`src/rtl/ssd_probe_display_if.sv`:
```
// Probe-select and seven-segment display bundle between the core top and the display block.
interface ssd_probe_display_if #(
   parameter int unsigned NUM_CH = 16,
   parameter int unsigned DATA_W = 32,
   parameter int unsigned DIGITS = 4
);
   localparam int unsigned CH_W = (NUM_CH > 1) ? $clog2(NUM_CH) : 1;

   logic [NUM_CH*DATA_W-1:0] probe_bus;
   logic [CH_W-1:0]          ch_sel;
   logic                     freeze;
   logic [DATA_W-1:0]        value_out;
   logic                     busy;
   logic [DIGITS-1:0]        anode_out;
   logic [6:0]               seg_out;

   modport master (
      output probe_bus, ch_sel, freeze,
      input  value_out, busy, anode_out, seg_out
   );

   modport slave (
      input  probe_bus, ch_sel, freeze,
      output value_out, busy, anode_out, seg_out
   );
endinterface

```
`src/rtl/ssd_probe_display.sv`:
```
// Probe word selector with sequential double-dabble BCD conversion and multiplexed SSD drive.
// Optional macro SSD_LZ_BLANK_EN blanks leading-zero digits.
module ssd_probe_display #(
   parameter int unsigned NUM_CH    = 16,
   parameter int unsigned DATA_W    = 32,
   parameter int unsigned DISP_BITS = 13,
   parameter int unsigned DIGITS    = 4,
   parameter int unsigned REFRESH_W = 18
) (
   input logic               clk,
   input logic               rst,
   ssd_probe_display_if.slave bus
);
   localparam int unsigned CH_W   = (NUM_CH > 1) ? $clog2(NUM_CH) : 1;
   // Every 3 binary bits need at most one decimal digit; keep at least DIGITS nibbles.
   localparam int unsigned NB_MIN = (DISP_BITS + 2) / 3;
   localparam int unsigned NB     = (NB_MIN > DIGITS) ? NB_MIN : DIGITS;
   localparam int unsigned SR_W   = 4 * NB + DISP_BITS;
   localparam int unsigned SEL_W  = (DIGITS > 1) ? $clog2(DIGITS) : 1;
   localparam int unsigned CNT_W  = $clog2(DISP_BITS + 1);

   typedef enum logic [1:0] {StIdle, StLoad, StConv, StDone} state_e;

   state_e              state_q;
   logic [DATA_W-1:0]   value_q;
   logic                busy_q;
   logic [SR_W-1:0]     sr_q;
   logic [CNT_W-1:0]    cnt_q;
   logic [4*DIGITS-1:0] disp_q;
   logic                ovf_q;
   logic [REFRESH_W-1:0] refresh_q;
   logic [DIGITS-1:0]   anode_q;
   logic [6:0]          seg_q;

   logic [DATA_W-1:0]   selected;
   logic [SR_W-1:0]     sr_next;
   logic                ovf_c;
   logic [SEL_W-1:0]    dig_idx;
   logic [DIGITS-1:0]   anode_c;
   logic [3:0]          nib_c;
   logic                lz_c;
   logic [6:0]          seg_c;

   // Out-of-range selects fall through to channel 0.
   always_comb begin
      selected = bus.probe_bus[DATA_W-1:0];
      for (int k = 1; k < NUM_CH; k++) begin
         if (bus.ch_sel == CH_W'(k)) selected = bus.probe_bus[k*DATA_W +: DATA_W];
      end
   end

   always_comb begin
      sr_next = sr_q;
      for (int i = 0; i < NB; i++) begin
         if (sr_q[DISP_BITS+4*i +: 4] >= 4'd5) begin
            sr_next[DISP_BITS+4*i +: 4] = sr_q[DISP_BITS+4*i +: 4] + 4'd3;
         end
      end
      sr_next = sr_next << 1;
   end

   always_comb begin
      ovf_c = 1'b0;
      for (int i = DIGITS; i < NB; i++) begin
         if (sr_q[DISP_BITS+4*i +: 4] != 4'd0) ovf_c = 1'b1;
      end
   end

   always_ff @(posedge clk or negedge rst) begin
      if (!rst) begin
         state_q <= StIdle;
         value_q <= '0;
         busy_q  <= 1'b0;
         sr_q    <= '0;
         cnt_q   <= '0;
         disp_q  <= '0;
         ovf_q   <= 1'b0;
      end else begin
         unique case (state_q)
            StIdle: begin
               if (!bus.freeze) state_q <= StLoad;
            end
            StLoad: begin
               value_q <= selected;
               sr_q    <= SR_W'(selected[DISP_BITS-1:0]);
               cnt_q   <= CNT_W'(DISP_BITS);
               busy_q  <= 1'b1;
               state_q <= StConv;
            end
            StConv: begin
               sr_q  <= sr_next;
               cnt_q <= cnt_q - 1'b1;
               if (cnt_q == CNT_W'(1)) state_q <= StDone;
            end
            StDone: begin
               disp_q  <= sr_q[DISP_BITS +: 4*DIGITS];
               ovf_q   <= ovf_c;
               busy_q  <= 1'b0;
               state_q <= StIdle;
            end
            default: state_q <= StIdle;
         endcase
      end
   end

   function automatic logic [6:0] seg_code(input logic [3:0] n);
      logic [6:0] c;
      case (n)
         4'd0:    c = 7'b1000000;
         4'd1:    c = 7'b1111001;
         4'd2:    c = 7'b0100100;
         4'd3:    c = 7'b0110000;
         4'd4:    c = 7'b0011001;
         4'd5:    c = 7'b0010010;
         4'd6:    c = 7'b0000010;
         4'd7:    c = 7'b1111000;
         4'd8:    c = 7'b0000000;
         4'd9:    c = 7'b0010000;
         default: c = 7'h7F;
      endcase
      return c;
   endfunction

   assign dig_idx = (DIGITS > 1) ? refresh_q[REFRESH_W-1 -: SEL_W] : '0;

`ifdef SSD_LZ_BLANK_EN
   logic [DIGITS-1:0] nz_from;

   // nz_from[d] is set when digit d or any digit above it is nonzero.
   always_comb begin
      logic nz;
      nz      = 1'b0;
      nz_from = '0;
      for (int d = DIGITS - 1; d >= 0; d--) begin
         nz         = nz | (disp_q[4*d +: 4] != 4'd0);
         nz_from[d] = nz;
      end
   end
`endif

   always_comb begin
      anode_c = '1;
      nib_c   = '0;
      lz_c    = 1'b0;
      for (int d = 0; d < DIGITS; d++) begin
         if (dig_idx == SEL_W'(d)) begin
            anode_c[d] = 1'b0;
            nib_c      = disp_q[4*d +: 4];
`ifdef SSD_LZ_BLANK_EN
            lz_c       = (d != 0) && !nz_from[d];
`endif
         end
      end
      if (&anode_c)   seg_c = 7'h7F;
      else if (ovf_q) seg_c = 7'b0111111;
      else if (lz_c)  seg_c = 7'h7F;
      else            seg_c = seg_code(nib_c);
   end

   always_ff @(posedge clk or negedge rst) begin
      if (!rst) begin
         refresh_q <= '0;
         anode_q   <= '1;
         seg_q     <= 7'h7F;
      end else begin
         refresh_q <= refresh_q + 1'b1;
         anode_q   <= anode_c;
         seg_q     <= seg_c;
      end
   end

   assign bus.value_out = value_q;
   assign bus.busy      = busy_q;
   assign bus.anode_out = anode_q;
   assign bus.seg_out   = seg_q;
endmodule

```
`src/flat_wrapper.sv`:
```
// flat-port wrapper written by rule: the top's interface ports become plain ports
module ssd_probe_display_flat 
#(
   parameter int unsigned NUM_CH    = 16,
   parameter int unsigned DATA_W    = 32,
   parameter int unsigned DISP_BITS = 13,
   parameter int unsigned DIGITS    = 4,
   parameter int unsigned REFRESH_W = 18
)
  (clk, rst, bus_probe_bus, bus_ch_sel, bus_freeze, bus_value_out, bus_busy, bus_anode_out, bus_seg_out);
  ssd_probe_display_if #(.NUM_CH(NUM_CH), .DATA_W(DATA_W), .DIGITS(DIGITS)) bus_i ();
  input logic clk;
  input logic rst;
  input wire logic [$bits(bus_i.probe_bus)-1:0] bus_probe_bus;
  input wire logic [$bits(bus_i.ch_sel)-1:0] bus_ch_sel;
  input wire logic [$bits(bus_i.freeze)-1:0] bus_freeze;
  output wire logic [$bits(bus_i.value_out)-1:0] bus_value_out;
  output wire logic [$bits(bus_i.busy)-1:0] bus_busy;
  output wire logic [$bits(bus_i.anode_out)-1:0] bus_anode_out;
  output wire logic [$bits(bus_i.seg_out)-1:0] bus_seg_out;
  assign bus_i.probe_bus = bus_probe_bus;
  assign bus_i.ch_sel = bus_ch_sel;
  assign bus_i.freeze = bus_freeze;
  assign bus_value_out = bus_i.value_out;
  assign bus_busy = bus_i.busy;
  assign bus_anode_out = bus_i.anode_out;
  assign bus_seg_out = bus_i.seg_out;
  ssd_probe_display #(.NUM_CH(NUM_CH), .DATA_W(DATA_W), .DISP_BITS(DISP_BITS), .DIGITS(DIGITS), .REFRESH_W(REFRESH_W)) u_core (.clk(clk), .rst(rst), .bus(bus_i));
endmodule
```
`config.mk`:
```
export PLATFORM = sky130hd
export DESIGN_NAME = ssd_probe_display_flat
export DESIGN_NICKNAME = d
export VERILOG_FILES = /design/src/rtl/ssd_probe_display_if.sv /design/src/rtl/ssd_probe_display.sv /design/src/flat_wrapper.sv
export SDC_FILE = /design/constraint.sdc
export NUM_CORES = 1
export LEC_CHECK = 0
export BUFFER_PORTS_ARGS = -buffer_cell sky130_fd_sc_hd__clkbuf_2
export CORE_AREA = 5 5 217 219
export DETAILED_ROUTE_END_ITERATION = 7
export DIE_AREA = 0 0 222 224
export SETUP_SLACK_MARGIN = 0.2
export SYNTH_ARGS = -nofsm -noshare
export SYNTH_HDL_FRONTEND = slang
export SYNTH_SLANG_ARGS = --single-unit
```
`constraint.sdc`:
```
create_clock -name clk -period 2.6 [get_ports clk]
set_clock_uncertainty 0.2 [all_clocks]
set_input_delay 0 -clock clk [delete_from_list [all_inputs] [get_ports clk]]
set_output_delay 0 -clock clk [all_outputs]
set_load 0.05 [all_outputs]
```
Word level (Yosys, flattened, before mapping)
Memories as Yosys holds them, arrays and structs flattened.
Cells that the tools add are included.
- register bits: 118
- memory bits (read-only): 112
- input port bits: 519
- output and inout bits: 44
- word-level logic and storage cells: 91
- memories kept: 1
- memory list (name ; words ; width ; read ports ; clocked after memory_dff ; write ports ; RTL line ; text):
    (no name shown) ; 16 ; 7 ; 1 ; 0 ; 0 ; ssd_probe_display.sv:108 ; case (n)
- add/sub/neg operators: 7
- magnitude comparators: 5
- equality and inequality tests: 24
- mux-type cells: 37
- reduce and logical (&&, ||, !) cells: 7
- operators with widths (kind ; number):
    32-bit 2-to-1 mux ; 15
    33-bit one-hot mux with 2 select lines ; 1
    4-bit == test, second input constant ; 8
    4-bit 2-to-1 mux ; 8
    4-bit by 3-bit greater-or-equal comparator with 1-bit output, second input constant ; 5
    18-bit by 1-bit adder with 18-bit output, second input constant ; 1
    4-bit by 2-bit adder with 4-bit output, second input constant ; 4
    4-bit by 3-bit == test with 1-bit output, second input constant ; 4
    7-bit 2-to-1 mux ; 2
    2-bit == test, second input constant ; 4
    4-bit by 1-bit == test with 1-bit output, second input constant ; 2
    4-bit by 2-bit == test with 1-bit output, second input constant ; 2
    2-bit one-hot mux with 4 select lines ; 1
    4-bit one-hot mux with 2 select lines ; 1
    1-bit 2-to-1 mux ; 5
    2-bit by 1-bit == test with 1-bit output, second input constant ; 2
    2-bit zero test ; 2
    2-bit 2-to-1 mux ; 2
    4-bit AND reduction ; 1
    2-bit nonzero test ; 2
    4-bit nonzero test ; 1
    4-bit by 1-bit subtractor with 4-bit output, second input constant ; 1
    3-bit by 2-bit adder with 3-bit output, second input constant ; 1
    3-bit 2-to-1 mux ; 1
    4 further kinds ; 4

Depth between registers and ports, before layout
- depth in word-level cells: 17
- depth in mapped cells: 11
- depth with buffers taken out: 7

Worst setup path after synthesis
Ideal clock, no wire load.
- path type: register to register
- start: register u_core.refresh_q[16]
- end: register u_core.seg_q[3] (netlist: u_core.bus.seg_out[3])
- setup time: 0.079 ns
- data arrival time: 1.663 ns
- required time: 2.321 ns
- setup slack: 0.658 ns
- cell stages (with the launch flop): 8
- path buffers: 1
- period minus slack after synthesis: 1.942 ns
- cells stage by stage: dfrtp_1 buf_2 mux4_2 inv_1 ha_1 inv_1 mux2i_1 o21ai_0
- word-level cells in the longest chain between the ends: 8
- elaborated cells between the ends (all ways): 16
- those cells by class: eq/ne: 3; mux: 10; reduce/logical: 2; memory: 1
- RTL lines (what ; RTL line ; text):
    start: declaration ; ssd_probe_display.sv:31 ; logic [REFRESH_W-1:0] refresh_q;
    start signal: assignment ; ssd_probe_display.sv:166 ; refresh_q <= refresh_q + 1'b1;
    2-bit zero test ; ssd_probe_display.sv:146 ; if (dig_idx == SEL_W'(d)) begin
    4-bit 2-to-1 mux (4 in a row) ; ssd_probe_display.sv:146 ;
    memory read 16 x 7 bit ; n/a ;
    7-bit 2-to-1 mux ; ssd_probe_display.sv:155 ; else if (ovf_q) seg_c = 7'b0111111;
    7-bit 2-to-1 mux * ; ssd_probe_display.sv:154 ; if (&anode_c) seg_c = 7'h7F;
    named net u_core.seg_c[3] ; ssd_probe_display.sv:42 ; logic [6:0] seg_c;
    end signal: assignment ; ssd_probe_display.sv:168 ; seg_q <= seg_c;
    end: declaration ; ssd_probe_display.sv:33 ; logic [6:0] seg_q;
The timed path passes the listed nets; every way through them passes the cells marked *.
A chain may end at the register's enable or synchronous reset.

Worst setup path after layout
- start: input bus_ch_sel[0]
- end: register u_core.sr_q[1]
- word-level cells in the longest chain between the ends: 17
- elaborated cells between the ends (all ways): 31
- those cells by class: eq/ne: 15; mux: 16
- RTL lines (what ; RTL line ; text):
    start: declaration ; flat_wrapper.sv:15 ; input wire logic [$bits(bus_i.ch_sel)-1:0] bus_ch_sel;
    4-bit by 1-bit == test with 1-bit output ; ssd_probe_display.sv:48 ; if (bus.ch_sel == CH_W'(k)) selected = bus.probe_bus[k*DATA_W +: DATA_W];
    32-bit 2-to-1 mux (14 in a row) ; ssd_probe_display.sv:48 ;
    32-bit 2-to-1 mux * ; ssd_probe_display.sv:48 ;
    33-bit one-hot mux with 2 select lines * ; ssd_probe_display.sv:79 ; unique case (state_q)
    end signal: assignment ; ssd_probe_display.sv:85 ; sr_q <= SR_W'(selected[DISP_BITS-1:0]);
    end signal: assignment ; ssd_probe_display.sv:91 ; sr_q <= sr_next;
    end: declaration ; ssd_probe_display.sv:27 ; logic [SR_W-1:0] sr_q;
Every way passes the cells marked *; elsewhere a longest branch is shown, timed or not.

==> impl_metrics.yaml <==
floorplan:
  fp-row-count: 78
  io_pins: 563
  core_area_mm2: 0.0449
  die_x_um: 222
  start_util: 0.261
  die_area_mm2: 0.0497
  die_y_um: 224
pwr:
  internal_power_w: 0.00578
  p_switching_w: 0.00522
  seq_power_share: 0.248
  clock_power_share: 0.217
  comb_power_share: 0.535
  total_power_w: 0.0110
  ir_worst_vdd_mv: 0.440
  swShare: 0.475
  p_leak_nw: 7.97
  power-per-cell-area_mw_per_mm2: 642
route:
  ant_nets: 0
  route.met3.wl_um: 6220
  routed_wl_um: 75200
  wl_met1_um: 30100
  drtPass1Iterations: 5
  top_layer_used: "met5"
  drt_iter0_drc: 1398
  viasPerCell: 5.54
  wire_per_inst_um: 27.2
  route.met2.wl_um: 36700
  drc: 0
  via_count: 15300
timing:
  fin_crit_sh: 0.888
  holdWs_ns: -0.00257
  final_max_slew_viol_count: 0
  finalSetupTns_ns: 0
  fmax_ghz: 0.433
  slew_headroom: 0.448
  finalCriticalPeriod_ns: 2.31
  setup_viol: 0
  tightest_slew_ns: 0.820
  rsz0062_at_grt: "false"
  final_hold_viol_count: 1
layout:
  seq_area_mm2: 0.00297
  multi_input_area_mm2: 0.00780
  drive_gt1_frac: 0.360
  fill_cells: 4691
  syn_to_final_growth_pct: 46.2
  fin_nets: 2691
setup_path:
  critPathBufInv: 4
  crit_slowest_cell: "dlygate4sd3_1"
  path_delay_family: "buffers and inverters"
  cp_max_fo: 36
  crit_top_cell: "dlygate4sd3_1"
  slowest_delay_ns: 0.61
  cp-start-kind: "primary input"
  arrival_ns: 2.40
  worstPathCellList: "clkbuf_8, buf_16, mux2_2, dlygate4sd3_1, o22ai_1, dlygate4sd3_1, o221ai_1"
  worst-path-stages: 7
  worstPathRequired_ns: 2.69
  worstRegToRegCells: 7
  timing_worst_setup_path_type: "in2reg"
  worst_setup_path_end_kind: "register"
logic_synthesis:
  netlist_top_cells_count: "a21oi_1, o21ai_0, nand2_1"
  yosysSeqAreaShare: 0.253
  yosys.area.top_type: "dfrtp_1"
  synth_ff_type: "dfrtp_1"
  synth_nets: 2030
  synth.most_common_cell: "a21oi_1"
  synth_seq_cells: 118
  yosys.area.top_type_share: 0.228
  yosysWarnings: 0
  synthDistinctLibCells: 89
  syn_inst: 1487
  avgSynthCellArea_um2: 7.89
  synth_area_mm2: 0.0117
  synth_edf_count: 0
  synthTopCellsByArea: "dfrtp_1, a21oi_1, mux2i_1"
  synthArstFlopShare: 1.00
grt:
  grt_pass1_wl_um: 107000
  grt_max_degree: 49
  antenna_found_initial: 9
  grt_pass1_vias: 15700
  grt_overflow: 0
  grt_usage: 0.286
cts:
  clockBufferDepth: 2
  cts_sinks: 118
  cts_tree: "built"
  clk_pin_slew_worst_paths_ns: 0.07
  cts_root_buf: "clkbuf_16"
  cts_max_level: 4
  clock_latency_ns: 0.42
  cts_buffers: 17
placed_design:
  gp_congestion: 0.984
  port-buffer-count: 562
  hpwl_um: 62300
job:
  max-cap-violations: 0
min_path:
  hold_class: "in2reg"
  hold_depth: 5
status:
  outcome: "finished with violations"
  violations: "hold timing"
## kinds of logic after synthesis
logic type               count (synthesis)  share of synthesized area
AO/OA/AOI/OAI                          622                      0.337
AND/OR/NAND/NOR                        391                      0.160
buffers and inverters                  177                     0.0827
multiplexers                           129                      0.122
flip-flops                             118                      0.253
XOR/XNOR                                26                     0.0194
adder cells (fa/ha/maj)                 24                     0.0256
## final cells by class
cell class / count / share of cell area
inverters: 44 / 0.00963
repair buffers: 775 / 0.284
well taps: 600 / 0.0438
flip-flops and latches: 118 / 0.173
diodes: 2 / 0.000292
multi-input cells: 1192 / 0.455
clock inverters: 13 / 0.00868
clock buffers: 19 / 0.0258
## final timing paths
path	start	endpoint	slack, ns
min in group asynchronous	rst	u_core.bus.seg_out[0]$_DFF_PN1_	0.53
worst max-delay path	bus_ch_sel[0]	u_core.sr_q[1]$_DFFE_PN0P_	0.29
worst max register to register	u_core.state_q[1]$_DFFE_PN0P_	u_core.bus.value_out[29]$_DFFE_PN0P_	0.31
max in group asynchronous	rst	u_core.bus.anode_out[2]$_DFF_PN1_	1.24
worst min-delay path	bus_probe_bus[472]	u_core.bus.value_out[24]$_DFFE_PN0P_	-0.003
worst min register to register	u_core.ovf_q$_DFFE_PN0P_	u_core.bus.seg_out[6]$_DFF_PN1_	0.26
## registers in the layout, summed over array words and instances, names as in the netlist
signal,count
u_core.bus.busy,1
u_core.state_q,2
u_core.ovf_q,1
u_core.disp_q,16
u_core.bus.value_out,32
u_core.refresh_q,18
u_core.bus.anode_out,4
u_core.sr_q,33
u_core.bus.seg_out,7
u_core.cnt_q,4
## worst min-delay path, delay by kind of cell
kind	cells	cell delay [ns]
AND/OR/NAND/NOR	2	0.26
buffers and inverters	1	0.12
AO/OA/AOI/OAI	2	0.20
## cells in the final DEF (no fill, tap or decap), types with 23 or more instances in the layout
| cell type | synthesis | layout |
|---|---|---|
| nor2b_1 | 28 | 25 |
| a211oi_1 | 27 | 27 |
| dlygate4sd3_1 | 0 | 122 |
| inv_1 | 41 | 40 |
| ha_1 | 24 | 23 |
| mux2_2 | 43 | 43 |
| clkbuf_2 | 0 | 557 |
| o21ai_1 | 26 | 26 |
| nand2b_1 | 29 | 29 |
| nand2_1 | 128 | 127 |
| nor2_1 | 104 | 104 |
| o22ai_1 | 60 | 60 |
| o21ai_0 | 142 | 142 |
| a21oi_1 | 175 | 175 |
| dfrtp_1 | 107 | 107 |
| buf_4 | 17 | 85 |
| mux2i_1 | 78 | 78 |
## power by group through the flow
stage                     Combinational (W)  Clock [W]  Sequential, W
after floorplan                     0.00247          0        0.00371
after global placement              0.00560          0        0.00276
after detailed placement            0.00565          0        0.00277
final                               0.00589    0.00239        0.00273
after CTS                           0.00585    0.00244        0.00274
after global routing                0.00628    0.00251        0.00278
## metrics by stage
stage	instance area, µm²	utilization	setup slack, ns	instances
floorplan	11700	-	0.658	1487
global placement	15300	0.340	0.263	2605
detailed placement	15300	0.340	0.191	2605
CTS	17100	0.381	0.253	2760
global route	17100	0.382	0.202	2762
finish	17200	0.382	0.290	2763
## per-layer routing
layer | vias to the layer above | track usage
li1 | 6876 | -
met1 | 7454 | 0.354
met2 | 867 | 0.505
met3 | 107 | 0.0645
met4 | 14 | 0.0734
met5 | - | 0
## repair_timing
item,in CTS,in global routing
setup endpoints to repair,0,2
buffers inserted,0,0
hold buffers,123,0
resized for setup,0,2
endpoints found under the hold margin,158,0
Note: power is estimated with default switching activity, not from simulation.
